**src/rtl/cv32e40p_tmr_err_monitor.sv**
```systemverilog
// cv32e40p_tmr_err_monitor: per-source TMR voter error counters, sticky flags,
// persistent-fault latch and a two-cycle counter read port.
module cv32e40p_tmr_err_monitor #(
    parameter int NUM_SRC    = 9,
    parameter int CNT_W      = 8,
    parameter int PERSIST_TH = 4
) (
    input  logic               clk,
    input  logic               rst,
    input  logic [NUM_SRC-1:0] err_i,
    input  logic               valid_i,
    input  logic               clear_i,
    input  logic               rd_req_i,
    input  logic [3:0]         rd_idx_i,
    output logic               rd_ack_o,
    output logic [CNT_W-1:0]   rd_data_o,
    output logic [NUM_SRC-1:0] sticky_o,
    output logic               persist_fault_o,
    output logic [3:0]         fault_idx_o,
    output logic               irq_o
);
    localparam logic [3:0]       TH   = 4'(PERSIST_TH);
    localparam logic [CNT_W-1:0] CMAX = '1;

    typedef enum logic {MON, FAULT} p_state_t;
    typedef enum logic {R_IDLE, R_ACK} r_state_t;

    p_state_t           p_state, p_nxt;
    r_state_t           r_state, r_nxt;
    logic [CNT_W-1:0]   cnt [NUM_SRC];
    logic [3:0]         run [NUM_SRC];
    logic [3:0]         run_nxt [NUM_SRC];
    logic [NUM_SRC-1:0] qual, hit;
    logic [3:0]         lo, idx_nxt;
    logic [CNT_W-1:0]   rd_q;

    assign qual = err_i & {NUM_SRC{valid_i}};

    // Descending scan leaves the lowest reaching index in lo.
    always_comb begin
        hit = '0;
        lo  = '0;
        for (int k = NUM_SRC - 1; k >= 0; k--) begin
            run_nxt[k] = !valid_i ? run[k] : !err_i[k] ? 4'd0 : (run[k] == TH) ? TH : run[k] + 4'd1;
            hit[k]     = run_nxt[k] == TH;
            if (hit[k]) lo = 4'(k);
        end
    end

    always_comb begin
        p_nxt   = p_state;
        idx_nxt = fault_idx_o;
        if (clear_i) begin
            p_nxt   = MON;
            idx_nxt = '0;
        end else if (p_state == MON && |hit) begin
            p_nxt   = FAULT;
            idx_nxt = lo;
        end
    end

    always_comb r_nxt = (r_state == R_IDLE && rd_req_i) ? R_ACK : R_IDLE;

    always_ff @(posedge clk) begin
        if (rst) begin
            p_state     <= MON;
            r_state     <= R_IDLE;
            fault_idx_o <= '0;
            irq_o       <= 1'b0;
            sticky_o    <= '0;
            rd_q        <= '0;
            for (int k = 0; k < NUM_SRC; k++) begin
                cnt[k] <= '0;
                run[k] <= '0;
            end
        end else begin
            p_state     <= p_nxt;
            r_state     <= r_nxt;
            fault_idx_o <= idx_nxt;
            irq_o       <= !clear_i && (|sticky_o || |qual || p_nxt == FAULT);
            sticky_o    <= clear_i ? '0 : sticky_o | qual;
            // Capture uses the pre-update counter, so a same-cycle clear returns the old value.
            if (r_state == R_IDLE && rd_req_i)
                rd_q <= ({28'b0, rd_idx_i} < NUM_SRC) ? cnt[rd_idx_i] : '0;
            for (int k = 0; k < NUM_SRC; k++) begin
                cnt[k] <= clear_i ? '0 : (qual[k] && cnt[k] != CMAX) ? cnt[k] + 1'b1 : cnt[k];
                run[k] <= clear_i ? '0 : run_nxt[k];
            end
        end
    end

    assign persist_fault_o = p_state == FAULT;
    assign rd_ack_o        = r_state == R_ACK;
    assign rd_data_o       = rd_ack_o ? rd_q : '0;
endmodule

```
**config.mk**
```make
export PLATFORM = sky130hd
export DESIGN_NAME = cv32e40p_tmr_err_monitor
export DESIGN_NICKNAME = d
export VERILOG_FILES = /design/src/rtl/cv32e40p_tmr_err_monitor.sv
export SDC_FILE = /design/constraint.sdc
export NUM_CORES = 1
export LEC_CHECK = 0
export BUFFER_PORTS_ARGS = -buffer_cell sky130_fd_sc_hd__buf_2
export CAP_MARGIN = 20
export CORE_MARGIN = 2
export CORE_UTILIZATION = 56
export CTS_CLUSTER_DIAMETER = 60
export CTS_CLUSTER_SIZE = 8
export DETAILED_ROUTE_END_ITERATION = 12
export GPL_TIMING_DRIVEN = 0
export PLACE_DENSITY = 0.74
export REMOVE_ABC_BUFFERS = 1
export SYNTH_ARGS = -nofsm -noshare
export SYNTH_HDL_FRONTEND = slang
export SYNTH_SLANG_ARGS = --single-unit
```
**constraint.sdc**
```tcl
create_clock -name clk -period 4.9 [get_ports clk]
set_clock_uncertainty 0.05 [all_clocks]
set_input_delay 0.735 -clock clk [delete_from_list [all_inputs] [get_ports clk]]
set_output_delay 0.735 -clock clk [all_outputs]
set_load 0.01 [all_outputs]
```
==> PnR_summary.wiki <==
{| class="wikitable"
! Metric !! Value
|-
| Prevailing post-synth register cell || dfxtp_1
|-
| Commonest non-fill, non-tap cell in the layout || dfxtp_1
|-
| Depth of the worst hold-timing path || 2
|-
| Initial core utilization || 57.3%
|-
| Vertical die dimension || approximately 110 um
|-
| Critical Path Start Type || input port
|-
| Highest cell delay on the worst timing path || 0.57 ns
|-
| Area growth from synthesis to layout || 13.1%
|-
| Detailed-route wire length || 15200 um
|-
| Initial antenna violation count || 0
|-
| Post-DP HPWL || 10700 um
|-
| Element type at the critical path end || flop
|-
| Internal power summed over all cells || 2000 uW
|-
| Deepest level of the CTS H-tree || 4
|-
| Slowest library cell on the worst path || buf_2
|-
| Count of cells resized by post-cts repair || 0
|-
| Launching instance or port of the critical path || valid_i
|-
| Yosys reg bits || 132
|-
| Initial drt markers || 389
|-
| FF-to-FF path depth || 9
|-
| Die Outline Area || between 0.01 and 0.015 sq mm
|-
| Worst r2r src || run[0][12]
|-
| Combinational Power Share || 5.4%
|-
| Total via count in the routed design || 5782
|-
| Count of nets after finishing || 860
|-
| Fraction of synthesis flops using an asynchronous set or reset pin || 0%
|-
| Number of max-slew violations in the final report || 0
|-
| Clock-pin slew of the registers on the worst-case setup and hold paths || 0.06 ns
|-
| Worst setup path class || input port to flop
|-
| Reg-to-Reg End || fault_idx_o[1]
|-
| Vias in the first global route || 5485
|-
| Maximum Capacitance Violations || 0
|-
| First-pass iteration count of the detailed router || 6
|-
| Total non-filler cell area in the finished layout || 0.00779 sq mm
|-
| Count of final setup violators || 0
|-
| Number of warnings issued by yosys || 0
|-
| Setup repair after global routing missed its margin || no
|-
| Worst EP required || 5.19 ns
|-
| Final weighted congestion of routability-driven global placement || 0.792
|-
| I/O pin cnt || between 40 and 50
|-
| Syn avg cell area || 8.77 sq um
|-
| CTS tree || yes
|-
| Clk buf depth || 2
|-
| Number of vias per cell after detailed routing || 5.93
|-
| Count of mapped cells out of synthesis || 785
|-
| Final ANT Viol Nets || 0
|-
| Outcome || complete, no violations
|-
| CORE AREA || 0.0120 sq mm
|-
| Measured slew at the worst slew-check pin || 0.927 ns
|-
| Number of hold violations in the final report || 0
|-
| Worst hold-check path type || flop to flop
|-
| Final Critical Period || 2.91 ns
|-
| List of cells traversed by the critical path || buf_2, buf_12, nand2_1, o311ai_1, a211oi_1, a22oi_1, nand4_1, o21ai_2, mux2i_1
|-
| Top library cells by usage in the layout, fill and taps aside || dfxtp_1, nor2_1, a21oi_1
|-
| Clock insertion delay at the later pin of the skew report || approximately 0.42 ns
|-
| Total negative setup slack || 0 ns
|-
| Peak ir drop on the vdd network || around 0.23 mV
|-
| Layout cell share with drive strength beyond 1 || 14.0%
|-
| Total of hold buffers inserted after clock tree synthesis || 0
|-
| Hold worst-path end || fault_idx_o[0]
|-
| Floorplan row count || 40
|-
| Number of clock sinks || 132
|-
| Power per unit of standard cell area || 329 mW/mm^2
|-
| Worst-case headroom to the max-slew limit || 38.0%
|-
| Pin count of the biggest net entering global routing || slightly below 90
|-
| Number of unique standard cell types used by synthesis || 66
|-
| Critical Path AT || 3.20 ns
|-
| Port-buffer cells || 41
|-
| Diodes inserted || 0
|-
| Total routing usage reported by global routing || between 20% and 30%
|-
| Gr ovfl total || 0
|-
| Horizontal extent of the die || 115 um
|-
| Cell Area, Placed || 0.00716 sq mm
|-
| Share of power burned in the clock network || 51.9%
|-
| Register-to-register setup slack || 2.43 ns
|-
| Part of the power in registers || a little over two fifths
|-
| Source of the worst hold timing path || fault_idx_o[0]
|-
| Fmax || between 300 and 400 MHz
|-
| Routed wirelength normalized by instance count || 15.5 um
|-
| Clock buffers created by TritonCTS || 17
|-
| Switching power share of the total || a little over a fifth
|-
| Count of flip-flops with a built-in enable after synthesis || 0
|-
| Setup fix buffers added after clock tree synthesis || 0
|-
| Static Leakage || between 0.002 and 0.003 uW
|-
| Global-route wire length before repair || approximately 25000 um
|-
| Cell chosen for the clock root || clkbuf_16
|-
| Post-synthesis cell area || 0.00689 sq mm
|-
| Worst Path Max Fanout || 50
|-
| Switching power || 563 uW
|-
| Ratio of final minimum period to clock period || 59.4%
|-
| Sequential fraction of the synthesis area || 38.4%
|-
| Number of DRC violations after detailed routing || 0
|}
-- metrics by stage --
step | utilization (%) | cells | setup WS, ns | total power [uW] | hold WS, ns
2_1_floorplan | - | 753 | 2.79 | 1190 | 0.418
3_3_place_gp | 59.2 | 941 | 1.09 | 1250 | 0.410
3_5_place_dp | 59.6 | 943 | 1.62 | 1260 | 0.411
4_1_cts | 64.8 | 975 | 2.02 | 2580 | 0.433
5_1_grt | 64.8 | 975 | 1.75 | 2650 | 0.473
6_report | 64.8 | 975 | 1.99 | 2560 | 0.447
-- kinds of logic after synthesis --
logic type | synth area share [%]
XOR/XNOR | 6.49
buffers and inverters | 3.56
flip-flops | 38.4
multiplexers | 8.32
AO/OA/AOI/OAI | 13.9
AND/OR/NAND/NOR | 24.5
adder cells (fa/ha/maj) | 4.91
-- cell usage after synthesis, types with 2 or more instances --
cell	count	area (sq um)
a211o_1	2	17.5
a211oi_1	7	52.6
a21boi_0	3	22.5
a21oi_1	56	280
a22oi_1	12	90.1
a311oi_1	3	26.3
and2_1	14	87.6
and3_1	11	68.8
and3b_1	4	35.0
buf_1	7	26.3
buf_2	4	20.0
buf_4	3	22.5
buf_6	2	22.5
clkbuf_1	15	56.3
dfxtp_1	132	2640
ha_1	27	338
inv_1	22	82.6
mux2_2	2	22.5
mux2i_1	19	190
mux4_2	16	360
nand2_1	54	203
nand2_2	4	25.0
nand2b_1	17	106
nand3_1	28	140
nand3b_1	3	22.5
nand4_1	29	181
nor2_1	114	428
nor2_2	6	37.5
nor2b_1	15	93.8
nor3_1	6	30.0
nor3b_1	2	15.0
nor3b_2	2	25.0
nor4_1	5	31.3
o2111ai_1	3	26.3
o21ai_0	35	175
o21bai_1	3	22.5
o311ai_1	4	35.0
or3_1	17	106
xnor2_1	16	140
xor2_1	35	307
-- cell type report --
cell class	count	area [sq um]
fillers	947	4230
multi-input cells	599	4000
flip-flops and latches	132	2640
clock buffers	24	502
repair buffers	43	253
well taps	147	184
clock inverters	8	121
inverters	22	82.6
-- power groups by stage --
stage               registers (uW)  clock network (uW)  logic (uW)
finish                        1100                1330         138
floorplan                     1120                   0        75.6
CTS                           1090                1350         138
detailed placement            1120                   0         137
global route                  1100                1400         153
global placement              1120                   0         128
-- layer usage --
| metal | vias to the layer above | track usage [%] | routed length [um] |
|---|---|---|---|
| met4 | 0 | 9.24 | 291 |
| met3 | 27 | 6.27 | 775 |
| met5 | - | 0 | 0 |
| met2 | 144 | 42.2 | 7630 |
| met1 | 2758 | 28.3 | 6450 |
| li1 | 2853 | - | - |
-- registers in the layout, summed over array words and instances, names as in the netlist --
register	count
cnt	72
fault_idx_o	4
irq_o	1
persist_fault_o	1
rd_ack_o	1
rd_q	8
run	36
sticky_o	9
-- worst max-delay path, delay by kind of cell --
kind	cells	cell delay, ns
compound gates	4	0.99
buf+inv	2	0.87
mux	1	0.23
simple gates	2	0.35
-- worst max-delay path by stage --
stage,end,slack [ns]
after floorplan,cnt[0][0],2.79
after CTS,fault_idx_o[1],2.02
after detailed placement,fault_idx_o[0],1.62
after global routing,fault_idx_o[1],1.75
final,fault_idx_o[1],1.99
after global placement,irq_o,1.09
Power figures use the tool's default switching activity.
